**src/rtl/riscv_enc_pkg.sv**
```systemverilog
// Shared encodings for the instruction encoder and the pipeline's immediate generator.
package riscv_enc_pkg;

  localparam logic [2:0] IMMSEL_I = 3'b000;
  localparam logic [2:0] IMMSEL_S = 3'b001;
  localparam logic [2:0] IMMSEL_B = 3'b010;
  localparam logic [2:0] IMMSEL_U = 3'b011;
  localparam logic [2:0] IMMSEL_J = 3'b100;
  localparam logic [2:0] IMMSEL_R = 3'b101;

  // addi x0, x0, 0 -- emitted in place of any word that cannot be encoded
  localparam logic [31:0] NOP_INST = 32'h0000_0013;

  typedef enum logic [1:0] {
    ERR_OK       = 2'b00,
    ERR_RANGE    = 2'b01,
    ERR_MISALIGN = 2'b10,
    ERR_ILLEGAL  = 2'b11
  } err_code_e;

endpackage

```
**src/rtl/imm_range_chk.sv**
```systemverilog
// Decides whether an immediate can be represented in the selected format.
// Illegal format wins over misalignment, which wins over range overflow.
module imm_range_chk
  import riscv_enc_pkg::*;
#(
  parameter int WID_DATA = 32
) (
  input  logic [WID_DATA-1:0] imm,
  input  logic [2:0]          immsel,
  input  logic [6:0]          opcode,
  output logic [1:0]          err_code
);

  logic fits_12;
  logic fits_13;
  logic fits_21;
  logic low_zero;
  logic illegal;
  logic misalign;
  logic range_bad;
  logic unused_opcode;

  assign unused_opcode = ^{opcode[6:4], opcode[2:0]};

  // Sign-extension tests: the bits above the field must all copy the field's top bit
  always_comb begin
    fits_12  = (imm[WID_DATA-1:11] == '0) || (imm[WID_DATA-1:11] == '1);
    fits_13  = (imm[WID_DATA-1:12] == '0) || (imm[WID_DATA-1:12] == '1);
    fits_21  = (imm[WID_DATA-1:20] == '0) || (imm[WID_DATA-1:20] == '1);
    low_zero = (imm[11:0] == 12'd0);
  end

  // Classify the immediate; a J word whose opcode bit 3 is clear would be read back as I-type
  always_comb begin
    illegal   = 1'b0;
    misalign  = 1'b0;
    range_bad = 1'b0;
    case (immsel)
      IMMSEL_I, IMMSEL_S: range_bad = !fits_12;
      IMMSEL_B: begin
        misalign  = imm[0];
        range_bad = !fits_13;
      end
      IMMSEL_U: range_bad = !low_zero;
      IMMSEL_J: begin
        illegal   = !opcode[3];
        misalign  = imm[0];
        range_bad = !fits_21;
      end
      IMMSEL_R: ;
      default: illegal = 1'b1;
    endcase
    if (illegal) begin
      err_code = ERR_ILLEGAL;
    end else if (misalign) begin
      err_code = ERR_MISALIGN;
    end else if (range_bad) begin
      err_code = ERR_RANGE;
    end else begin
      err_code = ERR_OK;
    end
  end

endmodule

```
**src/rtl/inst_encoder.sv**
```systemverilog
// Two-stage instruction encoder: S1 holds the decoded fields and produces the packed
// word, S2 is the output register carrying the word with its instruction-memory address.
// Addresses are handed out when a word enters S2, so an address clear re-addresses
// anything still waiting in S1 while the word already in S2 keeps its number.
module inst_encoder
  import riscv_enc_pkg::*;
#(
  parameter int                  WID_DATA  = 32,
  parameter int                  WID_ADDR  = 10,
  parameter logic [WID_ADDR-1:0] BASE_ADDR = '0
) (
  input  logic                clk,
  input  logic                rst_n,
  input  logic                in_valid,
  output logic                in_ready,
  input  logic [2:0]          immsel,
  input  logic [6:0]          opcode,
  input  logic [4:0]          rd,
  input  logic [4:0]          rs1,
  input  logic [4:0]          rs2,
  input  logic [2:0]          funct3,
  input  logic [6:0]          funct7,
  input  logic [WID_DATA-1:0] imm,
  input  logic                addr_clr,
  output logic                out_valid,
  input  logic                out_ready,
  output logic [WID_DATA-1:0] inst,
  output logic [WID_ADDR-1:0] addr,
  output logic                err,
  output logic [1:0]          err_code,
  output logic                err_sticky
);

  logic                s1_v;
  logic [2:0]          s1_immsel;
  logic [6:0]          s1_opcode;
  logic [4:0]          s1_rd;
  logic [4:0]          s1_rs1;
  logic [4:0]          s1_rs2;
  logic [2:0]          s1_funct3;
  logic [6:0]          s1_funct7;
  logic [WID_DATA-1:0] s1_imm;
  logic [1:0]          s1_code;
  logic [WID_DATA-1:0] s1_packed;
  logic [WID_ADDR-1:0] next_addr;
  logic [WID_ADDR-1:0] load_addr;
  logic                accept;
  logic                s2_load;
  logic                out_fire;

  assign in_ready  = rst_n && (!s1_v || !out_valid || out_ready);
  assign accept    = in_valid && in_ready;
  assign s2_load   = s1_v && (!out_valid || out_ready);
  assign out_fire  = out_valid && out_ready;
  assign load_addr = addr_clr ? BASE_ADDR : next_addr;

  imm_range_chk #(
    .WID_DATA (WID_DATA)
  ) u_range_chk (
    .imm      (s1_imm),
    .immsel   (s1_immsel),
    .opcode   (s1_opcode),
    .err_code (s1_code)
  );

  // S1 occupancy: filled on accept, emptied when its word moves to S2 with nothing behind it
  always_ff @(posedge clk) begin
    if (!rst_n) begin
      s1_v <= 1'b0;
    end else if (accept) begin
      s1_v <= 1'b1;
    end else if (s2_load) begin
      s1_v <= 1'b0;
    end
  end

  // S1 field capture; contents are meaningless while s1_v is low
  always_ff @(posedge clk) begin
    if (accept) begin
      s1_immsel <= immsel;
      s1_opcode <= opcode;
      s1_rd     <= rd;
      s1_rs1    <= rs1;
      s1_rs2    <= rs2;
      s1_funct3 <= funct3;
      s1_funct7 <= funct7;
      s1_imm    <= imm;
    end
  end

  // Pack the S1 fields into the selected format, or substitute a NOP when the check fails
  always_comb begin
    s1_packed = NOP_INST;
    case (s1_immsel)
      IMMSEL_I: s1_packed = {s1_imm[11:0], s1_rs1, s1_funct3, s1_rd, s1_opcode};
      IMMSEL_S: s1_packed = {s1_imm[11:5], s1_rs2, s1_rs1, s1_funct3, s1_imm[4:0], s1_opcode};
      IMMSEL_B: s1_packed = {s1_imm[12], s1_imm[10:5], s1_rs2, s1_rs1, s1_funct3,
                             s1_imm[4:1], s1_imm[11], s1_opcode};
      IMMSEL_U: s1_packed = {s1_imm[31:12], s1_rd, s1_opcode};
      IMMSEL_J: s1_packed = {s1_imm[20], s1_imm[10:1], s1_imm[11], s1_imm[19:12],
                             s1_rd, s1_opcode};
      IMMSEL_R: s1_packed = {s1_funct7, s1_rs2, s1_rs1, s1_funct3, s1_rd, s1_opcode};
      default:  s1_packed = NOP_INST;
    endcase
    if (s1_code != ERR_OK) begin
      s1_packed = NOP_INST;
    end
  end

  // S2 output register, address counter and sticky error flag
  always_ff @(posedge clk) begin
    if (!rst_n) begin
      out_valid  <= 1'b0;
      inst       <= '0;
      addr       <= BASE_ADDR;
      err        <= 1'b0;
      err_code   <= ERR_OK;
      err_sticky <= 1'b0;
      next_addr  <= BASE_ADDR;
    end else begin
      if (s2_load) begin
        out_valid <= 1'b1;
        inst      <= s1_packed;
        addr      <= load_addr;
        err       <= (s1_code != ERR_OK);
        err_code  <= s1_code;
      end else if (out_fire) begin
        out_valid <= 1'b0;
      end
      next_addr  <= s2_load ? load_addr + WID_ADDR'(1) : load_addr;
      err_sticky <= (err_sticky && !addr_clr) || (s2_load && (s1_code != ERR_OK));
    end
  end

endmodule
```
**config.mk**
```make
export PLATFORM = sky130hd
export DESIGN_NAME = inst_encoder
export DESIGN_NICKNAME = d
export VERILOG_FILES = /design/src/rtl/riscv_enc_pkg.sv /design/src/rtl/imm_range_chk.sv /design/src/rtl/inst_encoder.sv
export SDC_FILE = /design/constraint.sdc
export NUM_CORES = 1
export LEC_CHECK = 0
export CORE_ASPECT_RATIO = 2
export CORE_MARGIN = 1
export CORE_UTILIZATION = 54
export CTS_CLUSTER_DIAMETER = 80
export DETAILED_ROUTE_END_ITERATION = 7
export PLACE_DENSITY = 0.88
export SETUP_SLACK_MARGIN = 0.1
export SLEW_MARGIN = 25
export SYNTH_ARGS = -nofsm -noshare
export SYNTH_HDL_FRONTEND = slang
export SYNTH_SLANG_ARGS = --single-unit
```
**constraint.sdc**
```tcl
create_clock -name clk -period 7.8 [get_ports clk]
set_input_delay 1.95 -clock clk [delete_from_list [all_inputs] [get_ports clk]]
set_output_delay 1.95 -clock clk [all_outputs]
set_load 0.01 [all_outputs]
```
==> flow_summary.yaml, run 1 <==
synth:
  syn_nets: 547
  synth_area_um2: 5211
  synthesis.instances: 474
  yosysWarnings: 0
  async_reset_ff_frac: 0
  synth-edff-count: 67
  seq_area_frac_synth: 0.6089
  synth_flop_cell: "edfxtp_1"
  avgSynthCellArea_um2: 10.99
  synth-seq-cells: 125
  synth_cell_types: 45
cts:
  cts_setup_buffers: 0
  clock_latency_ps: 410
  numCtsBuffers: 17
  cts_tree: "yes"
  h-tree-depth: 4
  hold_buffers: 0
  clockBufferDepth: 2
  post_cts_resized: 0
  clock_sinks: 125
  clk_pin_slew_ps: 50
  cts_root_buf: "clkbuf_16"
global_routing:
  overflow: 0
  antenna_found_initial: 0
  track_usage: 0.2495
  grt_pass1_wl_um: 19070
  first_global_vias: 4046
  grt_max_degree: 84
sta:
  fin_tns_setup_ps: 0
  min_period_over_period: 0.6965
  worst_pin_slew_ps: 860.7
  period_needed_ps: 5433
  slew_viol_final: 0
  setup_viol: 0
  maxSlewHeadroom: 0.4262
  finClkSkew_ps: 9.768
  hold_viol_final: 0
  fin_ws_ps: 2367
  clock.fmax_ghz: 0.1841
  rsz0062_at_grt: "no"
floorplanning:
  fp.coreArea_um2: 9384
  io_pins: 120
  fp.dieArea_um2: 10070
  rows: 50
  fp.dieH_um: 140.9
  die_w_um: 71.47
  initial_core_util: 0.5553
cells_and_area:
  drive_gt1_frac: 0.06533
  multi_input_area_um2: 1873
  nets: 657
  antenna_cells: 0
  final_cell_area_um2: 6983
  fillers: 638
  syn2layout_area_growth_pct: 34.00
  seq_area_um2: 3173
hold_path:
  min_path_type: "register to register"
setup_path:
  crit_arrival_ps: 3480
  worstSetupPathType: "input port to output port"
  cp-start-kind: "input port"
  crit_fanout: 83
  worstPathRequired_ps: 5850
  crit_path_end_kind: "output port"
placement:
  hpwlAfterDp_um: 8144
  gp_congestion: 0.8579
  io_buffers: 119
  placed_area_um2: 6419
  place_ws_ps: 2346
routing:
  routed_wl_um: 11550
  routed_via_density: 5.800
  detail-route-antenna-nets: 0
  wire_per_inst_um: 16.47
  drt_iter0_drc: 220
  drcViolationCount: 0
  drtPass1Iterations: 6
  vias: 4066
power:
  ir_worst_vdd_mv: 0.1925
  p_per_area_nw_per_um2: 227.9
  p_leak_uw: 0.002403
outcome:
  status: "completed"
job:
  drv_cap: 0
[synth_stat cells (all sizes together) (2+ instances only)]
cell / n / share of area
and2: 6 / 0.0072
clkbuf: 22 / 0.016
nand3: 38 / 0.036
nor2b: 26 / 0.031
edfxtp: 67 / 0.39
o22ai: 13 / 0.016
inv: 3 / 0.0022
or3: 2 / 0.0024
xnor2: 3 / 0.0050
a21boi: 11 / 0.016
nand3b: 4 / 0.0058
or4: 2 / 0.0029
nor3: 3 / 0.0029
nor4: 6 / 0.0072
a21oi: 17 / 0.016
buf: 12 / 0.014
a22oi: 14 / 0.020
mux2: 5 / 0.011
nand2b: 3 / 0.0036
xor2: 4 / 0.0067
dfxtp: 58 / 0.22
nand2: 52 / 0.037
and3: 2 / 0.0024
o221a: 3 / 0.0065
o211a: 2 / 0.0038
mux2i: 11 / 0.021
nand4: 9 / 0.014
nor2: 10 / 0.0072
o21ai: 48 / 0.047
o21a: 3 / 0.0043
o22a: 6 / 0.010
[layout make-up]
type	count	area share
well taps	104	0.01863
inverters	3	0.001613
clock inverters	9	0.009138
flip-flops and latches	125	0.4544
repair buffers	125	0.1763
clock buffers	23	0.07167
multi-input cells	312	0.2682
[logic make-up after synthesis]
group,synth area share
buffers and inverters,0.03193
adder cells (fa/ha/maj),0.002401
multiplexers,0.03193
AND/OR/NAND/NOR,0.1669
XOR/XNOR,0.01176
AO/OA/AOI/OAI,0.1462
flip-flops,0.6089
[layer usage]
metal / share of wire / routed length [um] / track usage / up-vias
met3: 0.048 / 555 / 0.07076 / 28
li1: - / - / - / 1969
met1: 0.37 / 4243 / 0.2620 / 1908
met2: 0.55 / 6396 / 0.4376 / 161
met5: 0 / 0 / 0 / -
met4: 0.030 / 351 / 0.1424 / 0
[worst max-delay path, cell delays in order]
cell and delay, ps:
buf_2 80, buf_4 570, a21boi_0 300, clkdlybuf4s50_1 580
[placed cells by master (no fill, tap or decap), types with 3 or more instances in the layout]
cell type and n:
mux2i_1 11, clkinv_1 5, xor2_1 4, xnor2_1 3, clkinv_2 3, o21ai_1 30
nand3b_1 4, a22oi_1 14, nor3_1 3, clkbuf_16 19, nor4_1 6, nor2b_1 26
and2_1 5, nand2b_1 3, buf_4 6, o22a_1 6, o21ai_0 17, nand3_1 38
mux2_2 5, dfxtp_1 58, o21a_1 3, o221a_1 3, edfxtp_1 67, inv_1 3
nand4_1 8, clkdlybuf4s50_1 118, nand2_1 52, clkbuf_1 3, a21oi_1 17, nor2_1 10
a21boi_0 11, o22ai_1 13
[path summary, 6_finish.rpt]
| kind | start | to | slack (ps) | cells past startpoint |
|---|---|---|---|---|
| max | rst_n | in_ready | 2370 | 4 |
| min | inst[24] | inst[24] | 460 | 2 |
| max reg2reg | s1_immsel[2] | inst[1] | 5050 | 5 |
| min reg2reg | inst[24] | inst[24] | 460 | 2 |
[metrics by stage]
step	total power (uW)	cells	hold slack, ps	util
final	1591	701	457.1	0.7441
after global routing	1647	701	476.1	0.7441
after CTS	1601	701	459.1	0.7441
after detailed placement	868.6	669	451.9	0.6840
after global placement	863.2	669	447.4	0.6840
after floorplan	805.6	474	458.1	-
[power by group]
part           switching (uW)  internal, uW
logic                    55.4          65.5
clock network             258           476
registers                16.0           719
total                     330          1260
[state kept, by name, summed over array words and instances (netlist names)]
register	flops
s1_funct3	3
addr	10
out_valid	1
s1_rd	5
err	1
s1_funct7	7
err_code	2
s1_rs1	5
s1_opcode	7
err_sticky	1
inst	32
s1_imm	32
s1_immsel	3
s1_rs2	5
next_addr	10
s1_v	1
No activity file was read; power rests on OpenSTA's default activity.
==> run 2: changes to the inputs <==
--- a/config.mk
+++ b/config.mk
@@ -7,10 +7,10 @@
 export LEC_CHECK = 0
 export CORE_ASPECT_RATIO = 2
 export CORE_MARGIN = 1
-export CORE_UTILIZATION = 54
+export CORE_UTILIZATION = 45
 export CTS_CLUSTER_DIAMETER = 80
 export DETAILED_ROUTE_END_ITERATION = 7
-export PLACE_DENSITY = 0.88
+export PLACE_DENSITY = 0.79
 export SETUP_SLACK_MARGIN = 0.1
 export SLEW_MARGIN = 25
 export SYNTH_ARGS = -nofsm -noshare
==> constraint.sdc (replaced) <==
create_clock -name clk -period 4.85 [get_ports clk]
set_input_delay 1.2125 -clock clk [delete_from_list [all_inputs] [get_ports clk]]
set_output_delay 1.2125 -clock clk [all_outputs]
set_load 0.01 [all_outputs]
==> flow_summary.yaml, run 2 (synthesized netlist as in run 1, its figures left out) <==
cts:
  clockBufferDepth: 2
  post_cts_resized: 0
  h-tree-depth: 4
  cts_setup_buffers: 0
  numCtsBuffers: 17
  cts_tree: "yes"
  hold_buffers: 0
  clk_pin_slew_ps: 50
  clock_sinks: 125
  clock_latency_ps: 410
  cts_root_buf: "clkbuf_16"
cells_and_area:
  final_cell_area_um2: 7086
  final_cell_mix: "118 x clkdlybuf4s50_1, 67 x edfxtp_1, 58 x dfxtp_1, 52 x nand2_1, 38 x nand3_1"
  final_common_cell: "clkdlybuf4s50_1"
  fin_util: 0.6278
  syn2layout_area_growth_pct: 35.97
  antenna_cells: 0
  layoutNonFillerInstCount: 739
  top_regs: "inst x32, s1_imm x32"
  nets: 657
  drive_gt1_frac: 0.07370
setup_path:
  crit_path_end_kind: "output port"
  r2r_setup_slack_ps: 2130
  reg2reg_depth: 5
  cp-start-kind: "input port"
  r2r_end: "inst[0]"
  crit_fanout: 5
  crit_arrival_ps: 2580
  worstPathRequired_ps: 3640
  regToRegStartpoint: "s1_immsel[2]"
  worstSetupPathType: "input port to output port"
floorplanning:
  die_w_um: 78.10
  fp.dieH_um: 154.2
  rows: 55
  io_pins: 120
  fp.dieArea_um2: 12040
  initial_core_util: 0.4618
  fp.coreArea_um2: 11290
power:
  pwr-share-seq: 0.445
  netSwitchingPower_uw: 549.0
  p_comb_frac: 0.074
  clkPwrFrac: 0.481
  p_per_area_nw_per_um2: 375.6
  p_leak_uw: 0.002420
  ir_worst_vdd_mv: 0.3365
  switching_share: 0.2063
  internal_power_uw: 2112
sta:
  hold-worst-slack_ps: 460.0
  worst_pin_slew_ps: 897.5
  clock.fmax_ghz: 0.2639
  slew_viol_final: 0
  finClkSkew_ps: 12.40
  setup_viol: 0
  period_needed_ps: 3790
  maxSlewHeadroom: 0.4017
  fin_tns_setup_ps: 0
  hold_viol_final: 0
  min_period_over_period: 0.7814
  rsz0062_at_grt: "no"
placement:
  io_buffers: 119
  placed_area_um2: 6479
  gp_congestion: 0.8684
  placed_cells: 707
  hpwlAfterDp_um: 8948
hold_path:
  min_path_type: "register to register"
  hold_depth: 2
  worstHoldEndpoint: "inst[10]"
  min_from: "inst[10]"
global_routing:
  antenna_found_initial: 0
  track_usage: 0.2152
  grt_pass1_wl_um: 19550
  overflow: 0
  first_global_vias: 4064
  grt_max_degree: 83
routing:
  detail-route-antenna-nets: 0
  wire_per_inst_um: 16.65
  vias: 4070
  drcViolationCount: 0
  drt_iter0_drc: 199
  routed_wl_um: 12310
  drtPass1Iterations: 4
  routed_via_density: 5.507
outcome:
  status: "completed"
job:
  drv_cap: 0
## run 2: final cells by class
cell class              count  area, um2
clock buffers              18      429.2
flip-flops and latches    125       3173
well taps                 142      177.7
inverters                   3      11.26
multi-input cells         312       1876
repair buffers            125       1244
clock inverters            14      175.2
fillers                   940       4200
## run 2: stage by stage
stage	setup WS [ps]	total power [uW]
after floorplan	936.9	1296
after global placement	1129	1394
after detailed placement	1058	1402
after CTS	1046	2681
after global routing	941.9	2747
final	1060	2661
## run 2: worst max path at each step
stage,startpoint,to,slack (ps),cells past startpoint
floorplan,rst_n,s1_funct3[0],940,3
global placement,out_ready,in_ready,1130,4
detailed placement,out_ready,in_ready,1060,4
CTS,out_ready,in_ready,1050,4
global route,out_ready,in_ready,940,4
finish,out_ready,in_ready,1060,4
## run 2: worst max-delay path: stages
cell and delay (ps):
clkdlybuf4s50_1 450, nor2b_1 80, a21boi_0 250, clkdlybuf4s50_1 580
## run 2: routing by layer
metal | GRT usage | vias up | wire (um)
met2 | 0.3872 | 148 | 6895
met4 | 0.1640 | 0 | 664
met1 | 0.2115 | 1902 | 4260
li1 | - | 1973 | -
met3 | 0.04130 | 47 | 489
met5 | 0 | - | 0
## run 2: power by group through the flow
stage	Clock, uW	Combinational (uW)	Sequential, uW
2_1_floorplan	0	97.3	1200
3_3_place_gp	0	191	1200
3_5_place_dp	0	197	1210
4_1_cts	1300	198	1180
5_1_grt	1350	214	1190
6_report	1280	196	1180
